===== config.mk =====
export PLATFORM = sky130hd
export DESIGN_NAME = aha_async_pulse_send
export DESIGN_NICKNAME = d
export VERILOG_FILES = /design/src/rtl/aha_async_pulse_send.sv
export SDC_FILE = /design/constraint.sdc
export NUM_CORES = 1
export LEC_CHECK = 0
export BUFFER_PORTS_ARGS = -buffer_cell sky130_fd_sc_hd__buf_2
export CAP_MARGIN = 20
export CORE_AREA = 2 2 39 41
export CTS_BUF_LIST = sky130_fd_sc_hd__clkbuf_8
export CTS_CLUSTER_DIAMETER = 120
export DETAILED_ROUTE_END_ITERATION = 12
export DIE_AREA = 0 0 41 43
export GPL_TIMING_DRIVEN = 0
export SLEW_MARGIN = 20
export SYNTH_ARGS = -nofsm -noshare
export SYNTH_HDL_FRONTEND = slang
export SYNTH_SLANG_ARGS = --single-unit

===== constraint.sdc =====
create_clock -name CLK -period 2.42 [get_ports CLK]
set_clock_uncertainty 0.2 [all_clocks]
set_input_delay 0.363 -clock CLK [delete_from_list [all_inputs] [get_ports CLK]]
set_output_delay 0.363 -clock CLK [all_outputs]
set_load 0.05 [all_outputs]

===== src/rtl/aha_async_pulse_send.sv =====
// aha_async_pulse_send
// Source-domain half of a two-phase toggle crossing. Each PULSE_IN becomes one
// inversion of REQ_TOGGLE; further toggles are held back until the synchronised
// ACK_TOGGLE matches REQ_TOGGLE. Pulses that arrive while a handshake is
// outstanding are counted in PENDING and replayed one per handshake.
// Optional feature: define AHA_PULSE_SEND_OVF_STICKY_EN to make OVERFLOW sticky
// (cleared by CLR_OVF). Without it OVERFLOW is a one-cycle pulse per dropped
// pulse and CLR_OVF is ignored.
// SYNC_STAGES must be at least 2.

module aha_async_pulse_send #(
    parameter int CNT_W       = 4,
    parameter int SYNC_STAGES = 2
) (
    input  logic             CLK,
    input  logic             RESETn,
    input  logic             PULSE_IN,
    input  logic             ACK_TOGGLE,
    input  logic             CLR_OVF,
    output logic             REQ_TOGGLE,
    output logic             BUSY,
    output logic [CNT_W-1:0] PENDING,
    output logic             OVERFLOW
);

    typedef enum logic {
        IDLE = 1'b0,
        WAIT = 1'b1
    } state_t;

    localparam logic [CNT_W-1:0] MAX = {CNT_W{1'b1}};

    state_t                 state;
    state_t                 state_nxt;
    logic                   req_nxt;
    logic [CNT_W-1:0]       pending_nxt;
    logic                   ovf_event;
    logic                   ovf_nxt;
    logic                   launch;
    logic [SYNC_STAGES-1:0] ack_chain;
    logic                   ack_sync;
    logic                   done;

    // Bring the asynchronous acknowledge level into the CLK domain
    always_ff @(posedge CLK or negedge RESETn) begin
        if (!RESETn) begin
            ack_chain <= '0;
        end else begin
            ack_chain <= {ack_chain[SYNC_STAGES-2:0], ACK_TOGGLE};
        end
    end

    assign ack_sync = ack_chain[SYNC_STAGES-1];
    assign done     = (ack_sync == REQ_TOGGLE);

    // Handshake sequencing and pending-pulse bookkeeping
    always_comb begin
        state_nxt   = state;
        req_nxt     = REQ_TOGGLE;
        pending_nxt = PENDING;
        ovf_event   = 1'b0;
        launch      = 1'b0;
        case (state)
            IDLE: begin
                launch = PULSE_IN | (PENDING != '0);
                if (launch) begin
                    req_nxt   = ~REQ_TOGGLE;
                    state_nxt = WAIT;
                    // A new pulse is consumed by this launch; otherwise a queued one is
                    if (!PULSE_IN) begin
                        pending_nxt = PENDING - CNT_W'(1);
                    end
                end
            end
            WAIT: begin
                if (PULSE_IN) begin
                    if (PENDING == MAX) begin
                        ovf_event = 1'b1;
                    end else begin
                        pending_nxt = PENDING + CNT_W'(1);
                    end
                end
                if (done) begin
                    state_nxt = IDLE;
                end
            end
            default: begin
                state_nxt = IDLE;
            end
        endcase
    end

`ifdef AHA_PULSE_SEND_OVF_STICKY_EN
    // A new drop sets the flag even when a clear is requested in the same cycle
    assign ovf_nxt = ovf_event ? 1'b1 : (CLR_OVF ? 1'b0 : OVERFLOW);
`else
    logic unused_clr_ovf;
    assign unused_clr_ovf = CLR_OVF;
    assign ovf_nxt        = ovf_event;
`endif

    // State, toggle, counter and status registers
    always_ff @(posedge CLK or negedge RESETn) begin
        if (!RESETn) begin
            state      <= IDLE;
            REQ_TOGGLE <= 1'b0;
            PENDING    <= '0;
            BUSY       <= 1'b0;
            OVERFLOW   <= 1'b0;
        end else begin
            state      <= state_nxt;
            REQ_TOGGLE <= req_nxt;
            PENDING    <= pending_nxt;
            BUSY       <= (state_nxt == WAIT);
            OVERFLOW   <= ovf_nxt;
        end
    end

endmodule


Word level (Yosys, flattened, before mapping)

Index checks and enable logic that the tools add are counted.

Logic and storage cells: 30
Input port bits: 5
Output and inout port bits: 7
Register bits: 9

Eq/ne operators: 6
Bitwise operators: 3
Mux-type cells: 11
Reductions and logical operators: 3
$add $sub $neg: 2

Operators with widths:

| operator            | number |
|---|---|
| $mux 4              | 4 |
| $ne 2x2->1 const B  | 4 |
| $pmux 4 s2          | 1 |
| $mux 1              | 5 |
| $add 4x1->4 const B | 1 |
| $eq 4x4->1 const B  | 1 |
| $reduce_and 4->1    | 1 |
| $reduce_bool 4->1   | 1 |
| $sub 4x1->4 const B | 1 |
| $not 1->1           | 2 |
| $pmux 1 s2          | 1 |
| $reduce_and 2->1    | 1 |
| $eq 1x1->1          | 1 |
| $or 1x1->1          | 1 |

Longest topological paths before layout

Gate-level depths: netlist of run 1.

Word-level depth: 4
Mapped depth: 6
Depth with buffers taken out: 6

Least setup slack after synthesis of run 1

Ideal clock, no wire load.

Kind: reg2reg
From: register state
To: register PENDING[3]
Data required time: 2,077 ps
Path slack: 279 ps
Period minus slack after synthesis: 2,141 ps
Data arrival time: 1,798 ps
Library setup time: 143 ps
Cell stages (with the launch flop): 7
Buffers on the path: 0
Path through: dfrtp_1 -> inv_1 -> ha_1 -> a21o_1 -> a21oi_1 -> mux2i_1 -> xnor2_1

Longest elaborated chain between the ends: 3
Elaborated cells on any way between the ends: 7
Those cells by class: eq/ne: 4; mux: 1; bitwise: 1; reduce/logical: 1

RTL lines:

| item                       | RTL line | RTL |
|---|---|---|
| start: declaration         | 33       | `state_t state;` |
| start signal: assignment   | 111      | `state <= state_nxt;` |
| $not 1->1 (no line)        | -        |  |
| $ne 2x2->1 (no line)       | -        |  |
| $reduce_and 4->1 (no line) | -        |  |
| end signal: assignment     | 113      | `PENDING <= pending_nxt;` |
| end: declaration           | 22       | `output logic [CNT_W-1:0] PENDING,` |

Several ways; a longest one is shown, not always the timed one.
A chain may end at the register's enable or synchronous reset.

Final worst setup path of run 1

Same ends and word-level chain as after synthesis.

==> results.py, run 1 <==
metrics = {
    "logic_synthesis": {
        "syn_inst": 33,
        "synth_largest_area_cell": "dfrtp_1",
        "synth_simple_gate_area_share_pct": 12.5,
        "synth-seq-cells": 9,
        "synth_edf_count": 0,
        "synthesis.nets": 41,
        "yosys.area_share.adder_pct": 10.2,
        "synth_warnings": 0,
        "synth_compound_area_share_pct": 5.67,
        "syn_area_per_cell_sq_um": 13.4,
        "synth_xor_xnor_area_share_pct": 9.92,
        "synthMuxAreaShare_pct": 9.07,
        "synth_seq_area_share_pct": 51.0,
        "synthFlopType": "dfrtp_1",
        "synth_top_family_by_area": "simple AND/OR/NAND/NOR gates",
        "synth.distinct_cells": 17,
        "synthArstFlopShare_pct": 100,
        "yosysTopAreaCellShare_pct": 51.0,
        "synth.area.top_cells": "dfrtp_1, mux2_4, xor2_1, ha_1, fa_1",
        "synth_area_sq_um": 442,
    },
    "sta": {
        "finalSetupTns_ns": 0,
        "fmax_mhz": 520,
        "hold_viol": 0,
        "tightest_slew_ns": 0.296,
        "slew_viol_final": 0,
        "fin_crit_ns": 1.92,
        "period_share_pct": 79.4,
        "slew_headroom_pct": 80.1,
        "setup_viol": 0,
        "rsz0062_at_grt": "false",
    },
    "route": {
        "drc_errors": 0,
        "ant_nets": 0,
        "vias_per_cell": 4.53,
        "vias": 290,
        "drtIter0Drc": 2,
        "finalWirelength_um": 710,
        "dr.pass1.iters": 3,
        "post_drt_wl_per_cell_um": 11.1,
    },
    "placement": {
        "gp_congestion": 0.707,
        "port_buffers": 10,
    },
    "floorplan": {
        "core_sq_um": 1380,
        "num_io_pins": 12,
        "initial_core_util_pct": 31.9,
        "die-width_um": 41,
        "fp-row-count": 14,
        "fp.dieH_um": 43,
        "dieArea_sq_um": 1760,
    },
    "cells_and_area": {
        "num_antenna_cells": 0,
        "nFillCells": 138,
        "syn2layout_area_growth_pct": 28.3,
        "nNetsFinal": 57,
        "layout-drive-gt1-share_pct": 37.5,
        "utilization_pct": 41.0,
    },
    "clocking": {
        "cts_resized": 0,
        "cts_tree": "yes",
        "clockRootBuffer": "clkbuf_8",
        "clk_pin_slew_ns": 0.05,
        "cts_sinks": 9,
        "clk_latency_ns": 0.23,
        "clk_path_buf_depth": 2,
        "post_cts_buffers": 0,
        "ctsHoldBuffers": 1,
        "ctsHtreeMaxLevel": 1,
        "cts_buffers": 3,
    },
    "global_routing": {
        "grtUsageTotal_pct": 9.85,
        "grt_pass1_wl_um": 1100,
        "grt-ovfl-total": 0,
        "grt_start_max_net_pins": 10,
        "antenna_found_initial": 0,
        "grt_pass1_vias": 261,
    },
    "setup_path": {
        "cp.arrival_ns": 1.88,
        "critPathKind": "flip-flop to flip-flop",
        "cp.required_ns": 2.38,
        "path_max_fanout": 6,
        "crit_slowest_cell": "dfrtp_1",
        "crit_chain": "inv_1 -> ha_1 -> a21o_1 -> a21oi_1 -> mux2i_1 -> xnor2_1",
        "cp-end-kind": "flip-flop",
        "startpoint_type": "flip-flop",
        "crit_path_max_incr_delay_ns": 0.46,
    },
    "flow_run": {
        "maxCapViolCount": 0,
    },
    "hold_path": {
        "min_path_type": "input port to flip-flop",
    },
    "outcome": {
        "run_status": "complete, no violations",
    },
}
==> layout make-up <==
class,instances,area (sq um),share of cell area [%]
Timing Repair Buffer,11,60.1,10.6
Clock buffer,3,41.3,7.28
Multi-Input combinational cell,22,209,36.9
Inverter,2,7.51,1.32
Clock inverter,1,3.75,0.662
Tap cell,16,20.0,3.53
Sequential cell,9,225,39.7
==> per-layer routing <==
metal	part of all wire [%]	wire [um]	vias to the layer above	GRT usage [%]
met4	0	0	0	2.00
met3	11	75	0	9.42
met2	43	302	12	11.6
li1	-	-	142	-
met1	47	332	136	13.0
met5	0	0	-	0
==> path summary, 6_finish.rpt <==
| path | endpoint | depth (start not counted) | slack (ns) | start |
|---|---|---|---|---|
| min in group asynchronous | PENDING[3] | 2 | 0.31 | RESETn |
| setup reg to reg | PENDING[3] | 6 | 0.50 | state |
| hold reg to reg | ack_chain[1] | 0 | 0.14 | ack_chain[0] |
| hold / removal | ack_chain[0] | 1 | 0.04 | ACK_TOGGLE |
| max in group asynchronous | PENDING[1] | 2 | 1.53 | RESETn |
| setup / recovery | PENDING[3] | 6 | 0.50 | state |
==> cell families after synthesis <==
logic type | after synthesis
and+or+nand+nor | 7
adders and majority gates | 3
AOI/OAI and AO/OA | 4
buffers and inverters | 2
DFF | 9
xor gates and xnor gates | 5
muxes | 3
==> cell usage in the layout, fill, tap and decap left out, drive strengths merged <==
cell type | Yosys | routed
a21o | 2 | 2
a21oi | 2 | 2
and2b | 1 | 1
buf | 0 | 10
clkbuf | 0 | 3
dfrtp | 9 | 9
dlygate4sd3 | 0 | 1
fa | 1 | 1
ha | 2 | 2
inv | 2 | 3
mux2 | 2 | 2
mux2i | 1 | 1
nand2 | 1 | 1
nand4 | 1 | 1
nor2 | 2 | 2
nor3 | 1 | 1
nor4 | 1 | 1
xnor2 | 2 | 2
xor2 | 3 | 3
==> synthesized netlist by cell type, types with 2 or more instances <==
| cell type | instances |
|---|---|
| dfrtp_1 | 9 |
| xor2_1 | 3 |
| a21o_1 | 2 |
| a21oi_1 | 2 |
| ha_1 | 2 |
| inv_1 | 2 |
| mux2_4 | 2 |
| xnor2_1 | 2 |
==> sequential cells by signal (all words and copies together) (netlist names) <==
signal and cells:
OVERFLOW 1, PENDING 4, REQ_TOGGLE 1, ack_chain 2
state 1
==> critical path: cells and delay by family, from the launching register on <==
| family | cells | cell delay, ns |
|---|---|---|
| buf+inv | 1 | 0.14 |
| flops | 1 | 0.46 |
| fa+ha+maj | 1 | 0.31 |
| xor+xnor | 1 | 0.13 |
| compound gates | 2 | 0.37 |
| mux | 1 | 0.24 |
==> per-stage QoR <==
| step | worst slack, ns | cell area, sq um | hold WS, ns | std cells |
|---|---|---|---|---|
| global route | 0.379 | 567 | 0.0277 | 64 |
| floorplan | 0.279 | 442 | -0.133 | 33 |
| detailed placement | 0.533 | 512 | 0.0251 | 59 |
| finish | 0.498 | 567 | 0.0411 | 64 |
| global placement | 0.542 | 512 | 0.0220 | 59 |
| CTS | 0.502 | 567 | 0.0361 | 64 |
Power of run 1 is left out: the tool's default activity adds up to more than one toggle a clock period on the data nets, which glitch-free logic cannot reach.
==> inputs of run 2 (changes only) <==
==> constraint.sdc (replaced) <==
create_clock -name CLK -period 1.9 [get_ports CLK]
set_clock_uncertainty 0.2 [all_clocks]
set_input_delay 0.285 -clock CLK [delete_from_list [all_inputs] [get_ports CLK]]
set_output_delay 0.285 -clock CLK [all_outputs]
set_load 0.05 [all_outputs]
==> run 2 against run 1 <==
  * Highest routed layer is now met4
  * Sequential share of layout area decreased by 0.43 points
  * Hold slack improved by 0.082 ns
  * Fmax increased by 7.9%
  * Flip-flop and latch count unchanged
  * Cell count increased by 1.6%
  * Register-to-register slack got worse by 0.38 ns
  * Die area unchanged
  * Worst setup slack got worse by 0.38 ns
  * Global-route usage increased by 2.1 points
  * First-iteration DRC count decreased by 100%
==> results.py, run 2 (synthesized netlist as in run 1, its figures left out) <==
metrics = {
    "route": {
        "drtIter0Drc": 0,
        "post_drt_wl_per_cell_um": 11.5,
        "drc_errors": 0,
        "dr.pass1.iters": 1,
        "vias": 304,
        "finalWirelength_um": 745,
        "ant_nets": 0,
        "vias_per_cell": 4.68,
    },
    "setup_path": {
        "r2r_setup_slack_ns": 0.12,
        "critPathKind": "flip-flop to flip-flop",
        "worstReg2RegEnd": "PENDING[3]",
        "path_max_fanout": 6,
        "cp.arrival_ns": 1.74,
        "cp.required_ns": 1.86,
        "regToRegStartpoint": "state",
        "cp-end-kind": "flip-flop",
        "startpoint_type": "flip-flop",
        "r2r.worst_path.cells": 6,
    },
    "sta": {
        "fmax_mhz": 561,
        "fin_crit_ns": 1.78,
        "period_share_pct": 93.7,
        "finalSetupTns_ns": 0,
        "setup_viol": 0,
        "tightest_slew_ns": 0.297,
        "slew_headroom_pct": 80.0,
        "hold_viol": 0,
        "rsz0062_at_grt": "false",
        "slew_viol_final": 0,
    },
    "clocking": {
        "post_cts_buffers": 0,
        "clk_path_buf_depth": 2,
        "clk_latency_ns": 0.23,
        "clk_pin_slew_ns": 0.05,
        "cts_buffers": 3,
        "ctsHtreeMaxLevel": 1,
        "cts_sinks": 9,
        "clockRootBuffer": "clkbuf_8",
        "cts_tree": "yes",
    },
    "hold_path": {
        "min_from": "PULSE_IN",
        "min_path_type": "input port to flip-flop",
        "whs_endpoint": "OVERFLOW",
        "min_path_cells": 3,
    },
    "outcome": {
        "run_status": "complete, no violations",
    },
    "cells_and_area": {
        "final_cell_mix": "buf_2, dfrtp_1, xor2_1, clkbuf_8",
        "num_antenna_cells": 0,
        "top_register": "PENDING",
        "syn2layout_area_growth_pct": 31.2,
        "layout_commonest_cell": "buf_2",
        "reg.largest.list": "PENDING: 4 flops, ack_chain: 2 flops",
        "nFillCells": 146,
        "largest_register_ffs": 4,
        "layout-drive-gt1-share_pct": 42.9,
        "nNetsFinal": 58,
    },
    "global_routing": {
        "antenna_found_initial": 0,
        "grt_start_max_net_pins": 10,
        "grt-ovfl-total": 0,
        "grtUsageTotal_pct": 11.9,
        "grt_pass1_wl_um": 1300,
        "grt_pass1_vias": 291,
    },
    "placement": {
        "port_buffers": 10,
        "post-dp-hpwl_um": 538,
        "gp_congestion": 0.723,
    },
    "floorplan": {
        "fp.dieH_um": 43,
        "initial_core_util_pct": 31.9,
        "fp-row-count": 14,
        "dieArea_sq_um": 1760,
        "die-width_um": 41,
        "num_io_pins": 12,
        "core_sq_um": 1380,
    },
    "flow_run": {
        "maxCapViolCount": 0,
    },
}
==> run 2: cell types whose count changed in the layout (fill, tap and decap cells not counted) <==
cell and change:
inv_1 -1, dlygate4sd3_1 +1, dfrtp_2 +2, dfrtp_1 -2, inv_2 +1
==> run 2: worst max path at each step <==
| stage | from | slack, ns | depth (start not counted) | end |
|---|---|---|---|---|
| after CTS | state | 0.11 | 6 | PENDING[3] |
| after global placement | state | 0.13 | 6 | PENDING[3] |
| after global routing | state | 0.004 | 6 | PENDING[3] |
| after detailed placement | state | 0.13 | 6 | PENDING[3] |
| after floorplan | state | 0.004 | 6 | PENDING[3] |
| final | state | 0.12 | 6 | PENDING[3] |
==> run 2: critical path, cell delays in order, from the launching register on <==
cell	delay, ns
dfrtp_2	0.42
inv_2	0.07
ha_1	0.28
a21o_1	0.17
a21oi_1	0.19
mux2i_1	0.24
xnor2_1	0.13
==> run 2: stage by stage <==
stage	cell area (sq um)	setup slack, ns	std cells	hold WS, ns	util, %
2_1_floorplan	444	0.00449	33	-0.211	-
3_3_place_gp	514	0.128	59	-0.0552	37.2
3_5_place_dp	514	0.127	59	-0.0538	37.2
4_1_cts	579	0.110	65	0.121	41.9
5_1_grt	579	0.00396	65	0.142	41.9
6_report	579	0.119	65	0.124	41.9
==> run 2: final cells by class <==
type,instances,area [sq um],area share (%)
tap,16,20.0,3.46
clock buffer,3,41.3,7.13
sequential,9,228,39.3
timing repair buffer,12,70.1,12.1
inverter,2,7.51,1.30
multi-input combinational,22,209,36.1
clock inverter,1,3.75,0.648
==> run 2: repair_timing <==
| item | 4_1_cts | 5_1_grt |
|---|---|---|
| hold buffers | 2 | 0 |
| gates resized for setup | 0 | 0 |
| endpoints found under the hold margin | 10 | 0 |
==> run 2: routing by layer <==
layer / track usage (%) / share of wire (%) / vias up
met5: 0 / 0 / -
met3: 6.28 / 7.4 / 4
met4: 8.00 / 3.2 / 0
met1: 14.8 / 44 / 147
li1: - / - / 142
met2: 15.3 / 45 / 11
Power of run 2 is left out for the same reason.
==> inputs of run 3 (changes only) <==
--- a/config.mk
+++ b/config.mk
@@ -13,6 +13,7 @@
 export DETAILED_ROUTE_END_ITERATION = 12
 export DIE_AREA = 0 0 41 43
 export GPL_TIMING_DRIVEN = 0
+export REMOVE_ABC_BUFFERS = 1
 export SLEW_MARGIN = 20
 export SYNTH_ARGS = -nofsm -noshare
 export SYNTH_HDL_FRONTEND = slang
==> run 3 against run 2 <==
  * Clock-buffer cell count unchanged
  * Register-to-register slack hardly changed
  * Routed wire length fell by 4.8%
  * Die area did not move
  * Sequential share of layout area shrank 0.38 points
  * Utilization rose by 0.18 points
  * Critical path depth stayed put
  * Design area grew 0.43%
  * Worst setup slack gained 0.0067 ns
  * Flip-flop and latch count unchanged
  * Hold slack better by 0.00070 ns
  * Fmax up 0.38%
  * Critical endpoint unchanged
==> results.py, run 3 (synthesized netlist as in run 1, its figures left out) <==
metrics = {
    "sta": {
        "slew_viol_final": 0,
        "slew_headroom_pct": 80.1,
        "period_share_pct": 93.4,
        "tightest_slew_ns": 0.296,
        "setup_viol": 0,
        "fin_crit_ns": 1.77,
        "rsz0062_at_grt": "false",
        "fmax_mhz": 564,
        "hold_viol": 0,
        "postLayoutSetupSlackWorst_ns": 0.126,
    },
    "floorplan": {
        "fp.dieH_um": 43,
        "die-width_um": 41,
        "dieArea_sq_um": 1760,
        "core_sq_um": 1380,
        "fp-row-count": 14,
        "num_io_pins": 12,
        "initial_core_util_pct": 31.9,
    },
    "global_routing": {
        "grt-ovfl-total": 0,
        "grt_pass1_vias": 261,
        "use_met2_pct": 11.6,
        "antenna_found_initial": 0,
        "grt_start_max_net_pins": 10,
        "grt_use_met3_pct": 9.42,
        "grtUsageTotal_pct": 9.85,
        "grt-busiest-layer": "met1",
        "gr-usage-met1_pct": 13.0,
        "grt_pass1_wl_um": 1100,
    },
    "setup_path": {
        "cp.arrival_ns": 1.73,
        "startpoint": "state",
        "worst-path-buf-inv": 1,
        "regToRegStartpoint": "state",
        "crit_chain": "inv_2 -> ha_1 -> a21o_1 -> a21oi_2 -> mux2i_1 -> xnor2_1",
        "path_max_fanout": 6,
        "crit_path_max_incr_delay_ns": 0.43,
        "cp.required_ns": 1.86,
        "crit_family": "flip-flops",
        "crit_slowest_cell": "dfrtp_2",
        "cp-end-kind": "flip-flop",
        "startpoint_type": "flip-flop",
        "critPathKind": "flip-flop to flip-flop",
    },
    "placement": {
        "gp_congestion": 0.707,
        "preCtsSetupSlack_ns": 0.0125,
        "port_buffers": 10,
    },
    "outcome": {
        "run_status": "complete, no violations",
    },
    "cells_and_area": {
        "num_antenna_cells": 0,
        "top_register": "PENDING",
        "syn2layout_area_growth_pct": 31.7,
        "nNetsFinal": 58,
        "reg.largest.list": "PENDING: 4 flops, ack_chain: 2 flops",
        "final_cell_mix": "buf_2, dfrtp_1, xor2_1, clkbuf_8",
        "largest_register_ffs": 4,
        "layout-drive-gt1-share_pct": 42.9,
        "layout_commonest_cell": "buf_2",
    },
    "clocking": {
        "clk_latency_ns": 0.23,
        "ctsHtreeMaxLevel": 1,
        "cts_tree": "yes",
        "clk_pin_slew_ns": 0.05,
        "cts_buffers": 3,
        "clk_path_buf_depth": 2,
        "cts_sinks": 9,
        "clockRootBuffer": "clkbuf_8",
    },
    "route": {
        "vias_per_cell": 4.54,
        "post_drt_wl_per_cell_um": 10.9,
        "ant_nets": 0,
        "finalWirelength_um": 709,
        "dr.pass1.iters": 2,
        "vias": 295,
        "drtIter0Drc": 3,
        "drc_errors": 0,
    },
    "flow_run": {
        "maxCapViolCount": 0,
    },
    "hold_path": {
        "min_path_type": "input port to flip-flop",
        "min_from": "PULSE_IN",
    },
}
-- run 3: area by class of cell --
cell class	count	area, sq um
clock buffers	3	41.3
clock inverters	1	3.75
fillers	138	802
inverters	2	7.51
multi-input cells	22	213
flip-flops and latches	9	226
well taps	16	20.0
repair buffers	12	70.1
-- run 3: path summary, 6_finish.rpt --
| check | slack (ns) | depth (start not counted) | end |
|---|---|---|---|
| setup reg to reg | 0.13 | 6 | PENDING[3] |
| setup / recovery | 0.13 | 6 | PENDING[3] |
| min in group asynchronous | 0.23 | 2 | PENDING[3] |
| hold reg to reg | 0.14 | 0 | ack_chain[1] |
| hold / removal | 0.12 | 3 | OVERFLOW |
| max in group asynchronous | 1.08 | 2 | state |
-- run 3: worst register-to-register path: stages, from the launching register on --
cell	delay (ns)
dfrtp_2	0.43
inv_2	0.08
ha_1	0.29
a21o_1	0.19
a21oi_2	0.15
mux2i_1	0.23
xnor2_1	0.13
-- run 3: through the flow --
stage	TNS, ns	cells	util (%)	hold WS (ns)	instance area (sq um)
3_5_place_dp	0	59	37.0	-0.0529	512
5_1_grt	0	65	42.0	0.134	582
4_1_cts	0	65	41.8	0.118	578
2_1_floorplan	-0.407	33	-	-0.211	442
3_3_place_gp	0	59	37.0	-0.0560	512
6_report	0	65	42.0	0.124	582
-- run 3: routing by layer --
layer | vias up | part of all wire, %
met5 | - | 0
met4 | 0 | 0
met3 | 0 | 11
met2 | 12 | 42
met1 | 137 | 47
li1 | 146 | -
-- run 3: what timing repair did --
item | CTS | global route
buffers inserted | 0 | 0
gates cloned | 0 | 0
endpoints found under the hold margin | 10 | 0
setup endpoints to repair | 1 | 1
resized for setup | 1 | 2
hold buffers | 2 | 0
Power of run 3 is left out for the same reason.
